<file path="src/rtl/mips_uart_tx_port_if.sv">
// Purpose : processor data-memory bus as seen by the memory-mapped UART transmit port.
// Latency : wires only; ReadData is produced combinationally by the slave.
// Backpressure: none on the bus; the slave drops stores it cannot accept and flags them.
//
// Signals:
//   Address   [31:0]  byte address of the MEM-stage access (master -> slave)
//   WriteData [31:0]  store data (master -> slave)
//   MemWrite          store strobe, sampled on the rising clock edge (master -> slave)
//   MemRead           load qualifier, combinational (master -> slave)
//   ReadData  [31:0]  load data back to the processor load mux (slave -> master)
interface mips_uart_tx_port_if;
    logic [31:0] Address;
    logic [31:0] WriteData;
    logic        MemWrite;
    logic        MemRead;
    logic [31:0] ReadData;

    modport master (
        output Address,
        output WriteData,
        output MemWrite,
        output MemRead,
        input  ReadData
    );

    modport slave (
        input  Address,
        input  WriteData,
        input  MemWrite,
        input  MemRead,
        output ReadData
    );
endinterface

</file>
<file path="src/rtl/mips_uart_tx_port.sv">
// Purpose : memory-mapped UART transmitter (8N1, LSB first) fed by a 4-entry byte FIFO.
// Latency : a store to TX_ADDR into an empty, idle port starts the start bit one edge later.
// Backpressure: stores to a full FIFO are dropped and latch the sticky Overflow status bit.
//
// Ports:
//   clk       single clock, all state on the rising edge
//   reset     asynchronous, active-low; aborts any frame and empties the FIFO
//   bus       processor bus (slave modport): Address, WriteData, MemWrite, MemRead, ReadData
//   TxSerial  registered UART line, idles high
//   TxBusy    high while a frame is in flight or bytes are queued
//
// Register map:
//   TX_ADDR      write: WriteData[7:0] queued for transmission
//   STATUS_ADDR  read : {28'b0, Overflow, Full, Empty, TxBusy}
//                write: WriteData[0]=1 clears Overflow
module mips_uart_tx_port #(
    parameter int unsigned CLK_PER_BIT = 434,
    parameter logic [31:0] TX_ADDR     = 32'h1001_0024,
    parameter logic [31:0] STATUS_ADDR = 32'h1001_0028
) (
    input  logic                      clk,
    input  logic                      reset,
    mips_uart_tx_port_if.slave        bus,
    output logic                      TxSerial,
    output logic                      TxBusy
);

    // Baud counter is sized for the widest legal CLK_PER_BIT (65535).
    localparam logic [15:0] BAUD_LAST = 16'(CLK_PER_BIT - 1);

    typedef enum logic [1:0] {
        IDLE  = 2'd0,
        START = 2'd1,
        DATA  = 2'd2,
        STOP  = 2'd3
    } txState_t;

    txState_t    state;
    logic [15:0] baudCnt;
    logic [2:0]  bitIdx;
    logic [7:0]  shiftReg;

    logic [7:0]  fifoMem [4];
    logic [1:0]  wrPtr;
    logic [1:0]  rdPtr;
    logic [2:0]  count;
    logic        overflow;

    logic        full;
    logic        empty;
    logic        txWrite;
    logic        statusWrite;
    logic        statusRead;
    logic        pop;
    logic        pushOk;
    logic        baudDone;

    // Only the low byte (TX) and bit 0 (STATUS) of store data carry meaning.
    logic        unusedWriteData;
    assign unusedWriteData = ^bus.WriteData[31:8];

    // ------------------------------------------------------------------
    // Bus decode
    // ------------------------------------------------------------------
    assign txWrite     = bus.MemWrite && (bus.Address == TX_ADDR);
    assign statusWrite = bus.MemWrite && (bus.Address == STATUS_ADDR);
    assign statusRead  = bus.MemRead  && (bus.Address == STATUS_ADDR);

    assign full  = (count == 3'd4);
    assign empty = (count == 3'd0);

    // The FSM drains the FIFO head whenever it sits in IDLE with data queued.
    assign pop = (state == IDLE) && !empty;

    // A pop on the same edge frees a slot, so a push into a full FIFO is
    // still accepted when the transmitter takes the head byte that cycle.
    assign pushOk = txWrite && (!full || pop);

    assign TxBusy = (state != IDLE) || !empty;

    assign bus.ReadData = statusRead ? {28'b0, overflow, full, empty, TxBusy} : 32'h0;

    // ------------------------------------------------------------------
    // FIFO storage: data array needs no reset, occupancy is tracked below.
    // ------------------------------------------------------------------
    always_ff @(posedge clk) begin
        if (pushOk) begin
            fifoMem[wrPtr] <= bus.WriteData[7:0];
        end
    end

    // ------------------------------------------------------------------
    // FIFO pointers, occupancy and sticky overflow
    // ------------------------------------------------------------------
    always_ff @(posedge clk or negedge reset) begin
        if (!reset) begin
            wrPtr    <= 2'd0;
            rdPtr    <= 2'd0;
            count    <= 3'd0;
            overflow <= 1'b0;
        end else begin
            if (pushOk) begin
                wrPtr <= wrPtr + 2'd1;
            end
            if (pop) begin
                rdPtr <= rdPtr + 2'd1;
            end

            case ({pushOk, pop})
                2'b10:   count <= count + 3'd1;
                2'b01:   count <= count - 3'd1;
                default: count <= count;
            endcase

            // TX and STATUS decodes are mutually exclusive, so the order of
            // these two branches never matters in practice.
            if (txWrite && !pushOk) begin
                overflow <= 1'b1;
            end else if (statusWrite && bus.WriteData[0]) begin
                overflow <= 1'b0;
            end
        end
    end

    // ------------------------------------------------------------------
    // Transmit FSM; TxSerial is registered so the line never glitches.
    // Each state holds the line for exactly CLK_PER_BIT cycles; the line
    // value for the next state is loaded on the edge that enters it.
    // ------------------------------------------------------------------
    assign baudDone = (baudCnt == BAUD_LAST);

    always_ff @(posedge clk or negedge reset) begin
        if (!reset) begin
            state    <= IDLE;
            TxSerial <= 1'b1;
            baudCnt  <= 16'd0;
            bitIdx   <= 3'd0;
            shiftReg <= 8'h00;
        end else begin
            case (state)
                IDLE: begin
                    TxSerial <= 1'b1;
                    baudCnt  <= 16'd0;
                    bitIdx   <= 3'd0;
                    if (pop) begin
                        shiftReg <= fifoMem[rdPtr];
                        TxSerial <= 1'b0;
                        state    <= START;
                    end
                end

                START: begin
                    if (baudDone) begin
                        baudCnt  <= 16'd0;
                        bitIdx   <= 3'd0;
                        TxSerial <= shiftReg[0];
                        state    <= DATA;
                    end else begin
                        baudCnt <= baudCnt + 16'd1;
                    end
                end

                DATA: begin
                    if (baudDone) begin
                        baudCnt <= 16'd0;
                        if (bitIdx == 3'd7) begin
                            TxSerial <= 1'b1;
                            state    <= STOP;
                        end else begin
                            bitIdx   <= bitIdx + 3'd1;
                            TxSerial <= shiftReg[bitIdx + 3'd1];
                        end
                    end else begin
                        baudCnt <= baudCnt + 16'd1;
                    end
                end

                STOP: begin
                    if (baudDone) begin
                        baudCnt <= 16'd0;
                        state   <= IDLE;
                    end else begin
                        baudCnt <= baudCnt + 16'd1;
                    end
                end

                default: begin
                    state    <= IDLE;
                    TxSerial <= 1'b1;
                    baudCnt  <= 16'd0;
                    bitIdx   <= 3'd0;
                end
            endcase
        end
    end

endmodule
</file>
<file path="src/flat_wrapper.sv">
// flat-port wrapper written by rule: the top's interface ports become plain ports
module mips_uart_tx_port_flat 
#(
    parameter int unsigned CLK_PER_BIT = 434,
    parameter logic [31:0] TX_ADDR     = 32'h1001_0024,
    parameter logic [31:0] STATUS_ADDR = 32'h1001_0028
)
  (clk, reset, TxSerial, TxBusy, bus_Address, bus_WriteData, bus_MemWrite, bus_MemRead, bus_ReadData);
  mips_uart_tx_port_if bus_i ();
  input  logic clk;
  input  logic reset;
  output logic TxSerial;
  output logic TxBusy;
  input wire logic [$bits(bus_i.Address)-1:0] bus_Address;
  input wire logic [$bits(bus_i.WriteData)-1:0] bus_WriteData;
  input wire logic [$bits(bus_i.MemWrite)-1:0] bus_MemWrite;
  input wire logic [$bits(bus_i.MemRead)-1:0] bus_MemRead;
  output wire logic [$bits(bus_i.ReadData)-1:0] bus_ReadData;
  assign bus_i.Address = bus_Address;
  assign bus_i.WriteData = bus_WriteData;
  assign bus_i.MemWrite = bus_MemWrite;
  assign bus_i.MemRead = bus_MemRead;
  assign bus_ReadData = bus_i.ReadData;
  mips_uart_tx_port #(.CLK_PER_BIT(CLK_PER_BIT), .TX_ADDR(TX_ADDR), .STATUS_ADDR(STATUS_ADDR)) u_core (.clk(clk), .reset(reset), .bus(bus_i), .TxSerial(TxSerial), .TxBusy(TxBusy));
endmodule
</file>
<file path="config.mk">
export PLATFORM = sky130hd
export DESIGN_NAME = mips_uart_tx_port_flat
export DESIGN_NICKNAME = d
export VERILOG_FILES = /design/src/rtl/mips_uart_tx_port_if.sv /design/src/rtl/mips_uart_tx_port.sv /design/src/flat_wrapper.sv
export SDC_FILE = /design/constraint.sdc
export NUM_CORES = 1
export LEC_CHECK = 0
export CAP_MARGIN = 20
export CORE_UTILIZATION = 35
export CTS_CLUSTER_DIAMETER = 30
export DETAILED_ROUTE_END_ITERATION = 8
export SETUP_SLACK_MARGIN = 0.3
export SYNTH_ARGS = -nofsm -noshare
export SYNTH_HDL_FRONTEND = slang
export SYNTH_SLANG_ARGS = --single-unit
</file>
<file path="constraint.sdc">
create_clock -name clk -period 3.77 [get_ports clk]
set_input_delay 0.754 -clock clk [delete_from_list [all_inputs] [get_ports clk]]
set_output_delay 0.754 -clock clk [all_outputs]
set_load 0.01 [all_outputs]
</file>
# After elaboration in Yosys (flattened, before gate mapping)
# Memory sizes are Yosys's and may differ from the RTL's. A register that Yosys moved wholly into a read port is not among the register bits.
# Cells that the tools add are included.
# word_totals
latchBits,0
ff_bits,30
ram_bits,32
mem_bits_ro,0
word_cells,81
out_inout_bits,34
memories,1
# memory_table
name,depth,width,read_ports,rd_ports_with_merged_regs,wr,line_no,rtl
u_core.fifoMem,4,8,1,1,1,mips_uart_tx_port.sv:43,logic [7:0] fifoMem [4];
# op_classes
reduce_logical,24
n_mux,25
n_mul,0
div,0
n_bitwise,0
shifts,0
n_eq_ne,16
addsub,6
order_cmp,1
# ops
op,n
equality test 32 x 29 -> 1 bit (second input constant),2
case mux 16 bit (2 select lines),1
adder 16 x 1 -> 16 bit (second input constant),1
equality test 16 x 9 -> 1 bit (second input constant),1
2-to-1 mux 16 bit,1
2-to-1 mux 2 bit,5
inequality test 2 x 1 -> 1 bit (second input constant),5
2-to-1 mux 1 bit,9
2-to-1 mux 3 bit,3
case mux 3 bit (3 select lines),1
case mux 2 bit (4 select lines),1
logical AND 1 bit,7
adder 3 x 1 -> 3 bit (second input constant),2
equality test 2 bit (second input constant),3
equality test 3 bit (second input constant),2
case mux 3 bit (2 select lines),1
nonzero test 2 bit,3
AND reduction 5 bit,1
adder 2 x 1 -> 2 bit (second input constant),2
equality test 2 x 1 -> 1 bit (second input constant),2
zero test 1 bit,4
< comparator 3 x 4 -> 1 bit (second input constant),1
2-to-1 mux 4 bit,1
AND reduction 4 bit,1
other kinds (11),12

# Logic depth before layout (Yosys ltp)
# Gate-level depths: netlist of run 1.
# depth
word_depth,8
ltp_mapped,11

# Least setup slack after synthesis of run 1
# No wires, ideal clock.
# synth_timing
kind,input to output
startpoint,input bus_Address[31]
endpoint,output bus_ReadData[0]
required_time_ns,3.016
arrival_time_ns,1.948
path_buffers,0
stages,5
path_slack_ns,1.068
cell_sequence,nor4b_1 -> nand4_1 -> nor4b_1 -> nand2_1 -> a21oi_1
# synth_between
elab_chain_len,3
# synth_rtl
item,line_no,rtl
from (decl),flat_wrapper.sv:14,input wire logic [$bits(bus_i.Address)-1:0] bus_Address;
equality test 32 x 29 -> 1 bit,mips_uart_tx_port.sv:67,assign statusRead = bus.MemRead && (bus.Address == STATUS_ADDR);
logical AND 1 bit,mips_uart_tx_port.sv:67,
2-to-1 mux 4 bit,mips_uart_tx_port.sv:81,"assign bus.ReadData = statusRead ? {28'b0, overflow, full, empty, TxBusy} : 32'h0;"
to (decl),flat_wrapper.sv:18,output wire logic [$bits(bus_i.ReadData)-1:0] bus_ReadData;
# Every way passes these cells.

# Final worst setup path of run 1
# layout_timing
startpoint,input bus_Address[20]
endpoint,output bus_ReadData[2]
# The elaborated chain is that of the path after synthesis.

==> results of run 1 <==
## cell families (layout without fill, tap and decap cells)
kind of cell / count (synthesis) / after routing / share of synthesized area (%)
compound gates: 11 / 11 / 2.163
xor+xnor: 20 / 20 / 5.047
fa+ha+maj: 16 / 16 / 5.984
buf+inv: 45 / 80 / 7.967
flops: 70 / 70 / 55.12
mux: 22 / 22 / 10.35
other cells: 1 / 28 / 0.1080
simple gates: 89 / 89 / 13.27
## metal layers
layer	global-route usage (%)	vias to the layer above	wire, µm
li1	-	1033	-
met1	16.00	1012	2748
met2	20.53	42	3097
met3	3.796	8	186
met4	4.571	0	62
met5	0	-	0
## critical path, stage by stage
cell	delay, ns
clkdlybuf4s50_1	0.44
nor4_2	0.29
nand4_1	0.18
nor4b_2	0.28
buf_4	0.16
nand2_1	0.06
nor2_1	0.10
dlygate4sd2_1	0.28
## cell type report
class	instances	share of cell area (%)
flip-flops and latches	70	45.02
clock buffers	10	3.004
multi-input cells	186	32.98
inverters	12	1.060
clock inverters	6	2.208
well taps	129	3.799
repair buffers	52	11.93
## registers in the layout, indices dropped and copies added, names as in the netlist
| signal | cells |
|---|---|
| u_core.TxSerial | 1 |
| u_core.shiftReg | 8 |
| u_core.count | 3 |
| u_core.wrPtr | 2 |
| u_core.fifoMem | 32 |
| u_core.overflow | 1 |
| u_core.bitIdx | 3 |
| u_core.baudCnt | 16 |
| u_core.state | 2 |
| u_core.rdPtr | 2 |
## power by group through the flow
stage	combinational [µW]	clock, µW	sequential, µW
after floorplan	70.3	0	847
after global placement	106	0	852
after detailed placement	110	0	853
after CTS	112	683	837
after global routing	124	717	841
final	111	667	837
## per-stage QoR
step / hold WS [ns] / cell area (µm²)
2_1_floorplan: 0.4584 / 3572
6_report: 0.4957 / 4249
5_1_grt: 0.5119 / 4249
4_1_cts: 0.4993 / 4247
3_5_place_dp: 0.4850 / 3995
3_3_place_gp: 0.4788 / 3995
## cells in the final DEF, fill, tap and decap left out, types with 11 or more instances in the layout
master           instances
inv_1                   11
clkdlybuf4s50_1         44
nand3_1                 12
edfxtp_1                32
dfrtp_1                 37
mux2_2                  11
nor2_1                  27
conb_1                  28
ha_1                    15
nand2_1                 15
## final timing paths
check,end,cells past startpoint
worst min-delay path,u_core.count[0],1
worst max-delay path,bus_ReadData[2],8
worst min register to register,u_core.count[0],1
worst max register to register,u_core.count[2],11
max in group asynchronous,u_core.shiftReg[5],1
min in group asynchronous,u_core.baudCnt[6],1
## repair_timing
action | 4_1_cts | 5_1_grt
buffers inserted | 2 | 0
endpoints found under the setup margin | 4 | 2
resized for setup | 6 | 1
hold buffers | 0 | 0
pin swaps | 1 | 1
## synth_stat cells, types with 4 or more instances
cell,instances
dfrtp_1,37
edfxtp_1,32
buf_4,28
nor2_1,27
ha_1,15
nand2_1,15
nand3_1,12
inv_1,11
mux2_2,11
mux4_2,10
xnor2_1,10
xor2_1,10
nand4_1,6
nor4_1,6
and2_1,4
nor4b_1,4
==> run summary, run 1 <==
run status: complete, no violations
remaining max-slew budget at the tightest pin: 42.07%
Setup crit start kind: primary input
share of the synthesized area in the top cell type: 27.69%
highest clock rate: 0.3021 GHz
count of antenna-violating nets left after detailed routing: 0
source-to-sink clock delay at the later pin of the worst-skew pair: 0.35 ns
FP Rows: 35
register bit total from synthesis: 70
Switching Share: 21.43%
final critical delay including setup and external delays: 3.310 ns
post-layout total power: 1615 µW
Port-buffer cells: 49
worst reg2reg setup slack: 1.38 ns
clock transition time at the flip-flop clock pins of the worst setup and hold paths: 0.07 ns
Reg area: 1913 µm²
fillers: 872
leading register cell type out of synthesis: dfrtp_1
TritonCTS clock tree: yes
Pwr Density: 380.0 nW/µm²
CTS Buffer Depth: 2
highest ir drop seen on vdd: 305.6 µV
antenna diode instance count: 0
count of final max-slew check failures: 0
GP Congestion: 0.7170
total wirelength of the detailed-routed design: 6094 µm
worst-case clock skew: 0.009747 ns
Comb power frac: 6.9%
number of max-cap violations: 0
die area: 10320 µm²
starting density of the core: 36.86%
Area contributors post-synth: edfxtp_1 28%, dfrtp_1 27%, mux4_2 6.5%
global-route wire length before repair: 9763 µm
number of enable flip-flop cells after synthesis: 32
Worst Slack Setup Final: 0.4595 ns
cell area after synthesis: 3471 µm²
source of the worst hold timing path: u_core.count[0]
kind of critical path: in2out
post-synthesis cell type with the largest combined area: edfxtp_1
Clock Power Share: 41.3%
Final TNS setup: 0 ns
# H-tree levels: 3
Fin. Hold Viols: 0
area of the multi-input gates: 1401 µm²
fraction of synthesis flops using an asynchronous set or reset pin: 54.29%
sequential share of the synthesized area: 55.12%
number of sinks on the clock net: 70
CTS Root Buffer Type: clkbuf_8
launch instance of the worst register-to-register path: u_core.state[0]
TritonCTS buffer count: 9
CP Data Required Time: 3.02 ns
proportion of layout cells with a drive suffix above 1: 14.58%
initial antenna violation count: 0
Static Leak: 0.001708 µW
CP Max Fanout: 4
via density per instance: 4.505
Die X: 101.6 µm
final period utilization: 87.81%
net total in the final layout: 415
NetSw: 346.0 µW
Layout area overhead: 22.42%
Mapped Cells: 274
Inst Count DP: 447
worst hold path class: reg2reg
core area: 9415 µm²
Final Util: 45.13%
sequential cell fraction of total power: 51.8%
worst setup slack before clock tree synthesis: 0.1022 ns
Detailed Routing Iterations Pass 1: 4
post-detailed-route DRC marker count: 0
top-level port count: 102
synth unique cells: 39
placed wire-length estimate after detailed placement: 4426 µm
setup repair after global routing missed its margin: no
final setup vio count: 0
non-filler cells in the finished layout: 465
count of warnings emitted by yosys: 0
DR WL/cell: 13.11 µm
total congestion overflow: 0
aggregate global-route resource usage: 12.65%
Worst Path Arrival: 2.56 ns
DRT iter0 DRCs: 72
Vert. Die Dim: 101.6 µm
launch point of the critical path: bus_Address[20]
largest net degree at the start of global routing: 39
via count of the first global-routing pass: 2069
vias after detailed routing: 2095
Internal Power: 1269 µW
transition time at the pin with the least slew margin: 0.8689 ns
synthesized area divided by synthesized cell count: 12.67 µm²
kind of end point of the critical path: output pin
Power figures use the tool's default switching activity.
==> run 2, diff against run 1 <==
--- a/config.mk
+++ b/config.mk
@@ -9,6 +9,7 @@
 export CORE_UTILIZATION = 35
 export CTS_CLUSTER_DIAMETER = 30
 export DETAILED_ROUTE_END_ITERATION = 8
+export PLACE_DENSITY = 0.7
 export SETUP_SLACK_MARGIN = 0.3
 export SYNTH_ARGS = -nofsm -noshare
 export SYNTH_HDL_FRONTEND = slang
==> run summary, run 2 (same netlist as run 1, synthesis figures left out) <==
initial antenna violation count: 0
non-filler cells in the finished layout: 465
Port-buffer cells: 49
via count of the first global-routing pass: 2141
FP Rows: 35
starting density of the core: 36.86%
final period utilization: 88.57%
vias after detailed routing: 2120
setup repair after global routing missed its margin: yes
post-detailed-route DRC marker count: 0
fillers: 872
CTS Root Buffer Type: clkbuf_8
sequential cell fraction of total power: 53.3%
most common library cell in the layout ignoring fill and taps: clkdlybuf4s50_1
DRT iter0 DRCs: 67
Pwr Density: 370.5 nW/µm²
DR WL/cell: 13.02 µm
Static Leak: 0.001682 µW
global-route wire length before repair: 9811 µm
CTS Buffer Depth: 2
total congestion overflow: 0
number of sinks on the clock net: 70
worst hold path class: in2async
# H-tree levels: 3
count of final max-slew check failures: 0
highest ir drop seen on vdd: 265.5 µV
kind of critical path: in2out
worst reg2reg setup slack: 1.41 ns
remaining max-slew budget at the tightest pin: 43.96%
registers with the most flip-flops: u_core.fifoMem (32), u_core.baudCnt (16), u_core.shiftReg (8)
Detailed Routing Iterations Pass 1: 4
Vert. Die Dim: 101.6 µm
NetSw: 363.4 µW
placed wire-length estimate after detailed placement: 4354 µm
Clock Power Share: 39.7%
Comb power frac: 7.0%
final hold slack: 0.4973 ns
final non-filler cell area: 4235 µm²
Inst Count DP: 447
proportion of layout cells with a drive suffix above 1: 15.18%
TritonCTS clock tree: yes
Switching Share: 23.16%
top library cells by usage in the layout, fill and taps aside: 44 x clkdlybuf4s50_1, 37 x dfrtp_1, 32 x edfxtp_1
number of flip-flops under the largest register name: 32
count of antenna-violating nets left after detailed routing: 0
via density per instance: 4.559
final setup vio count: 0
Worst Path Arrival: 2.59 ns
core area: 9415 µm²
Fin. Hold Viols: 0
transition time at the pin with the least slew margin: 0.8407 ns
run status: complete, no violations
clock transition time at the flip-flop clock pins of the worst setup and hold paths: 0.08 ns
CP Max Fanout: 4
Setup crit start kind: primary input
aggregate global-route resource usage: 12.53%
final critical delay including setup and external delays: 3.339 ns
source-to-sink clock delay at the later pin of the worst-skew pair: 0.35 ns
largest net degree at the start of global routing: 39
CP Data Required Time: 3.02 ns
TritonCTS buffer count: 9
kind of end point of the critical path: output pin
total wirelength of the detailed-routed design: 6052 µm
Layout area overhead: 22.03%
Final Util: 44.98%
number of max-cap violations: 0
highest clock rate: 0.2995 GHz
Die X: 101.6 µm
die area: 10320 µm²
top-level port count: 102
Biggest register: u_core.fifoMem
antenna diode instance count: 0
GP Congestion: 0.7544
worst-case clock skew: 0.005880 ns
total placed instance area: 3995 µm²
net total in the final layout: 415
Internal Power: 1206 µW
Final TNS setup: 0 ns
run 2: timing repair:
| action | in CTS | in global routing |
|---|---|---|
| setup endpoints to repair | 4 | 2 |
| pin swaps | 1 | 1 |
| buffers inserted | 2 | 0 |
| gates resized for setup | 7 | 1 |
| hold buffers | 0 | 0 |
run 2: area by class of cell:
class / instances / area (µm²) / area share (%)
multi-input combinational: 186 / 1408 / 33.23
timing repair buffer: 52 / 503.0 / 11.88
inverter: 12 / 45.04 / 1.064
tap: 129 / 161.4 / 3.811
clock buffer: 9 / 123.9 / 2.925
sequential: 70 / 1913 / 45.17
clock inverter: 7 / 81.33 / 1.920
run 2: power by group through the flow:
stage / combinational, µW / sequential, µW / clock, µW
3_3_place_gp: 106 / 851 / 0
2_1_floorplan: 70.3 / 847 / 0
5_1_grt: 122 / 840 / 670
3_5_place_dp: 108 / 852 / 0
4_1_cts: 110 / 836 / 636
6_report: 110 / 836 / 623
run 2: critical path, stage by stage:
cell	delay, ns
clkdlybuf4s50_1	0.39
nor4_1	0.30
nand4_1	0.19
nor4b_2	0.29
buf_4	0.17
nand2_1	0.07
nor2_1	0.12
dlygate4sd2_1	0.29
run 2: stage by stage:
step,setup slack (ns),power [µW]
floorplan,1.068,917.7
global placement,0.1724,957.3
detailed placement,0.1003,960.3
CTS,0.4498,1582
global route,0.2865,1632
finish,0.4307,1569
run 2: worst paths after layout:
check,start,endpoint,cells after the start
setup / recovery,bus_Address[4],bus_ReadData[2],8
hold reg to reg,u_core.count[0],u_core.count[0],1
hold / removal,reset,u_core.baudCnt[3],1
max in group asynchronous,reset,u_core.shiftReg[2],1
setup reg to reg,u_core.state[0],u_core.count[2],11
min in group clk,u_core.count[0],u_core.count[0],1
run 2: routing by layer:
metal	share of wire (%)	up-vias	wire length, µm	track usage, %
met2	53	37	3194	21.99
met3	3.3	9	201	3.865
met5	0	-	0	0
met4	1.2	0	74	3.679
li1	-	1033	-	-
met1	43	1041	2581	14.73
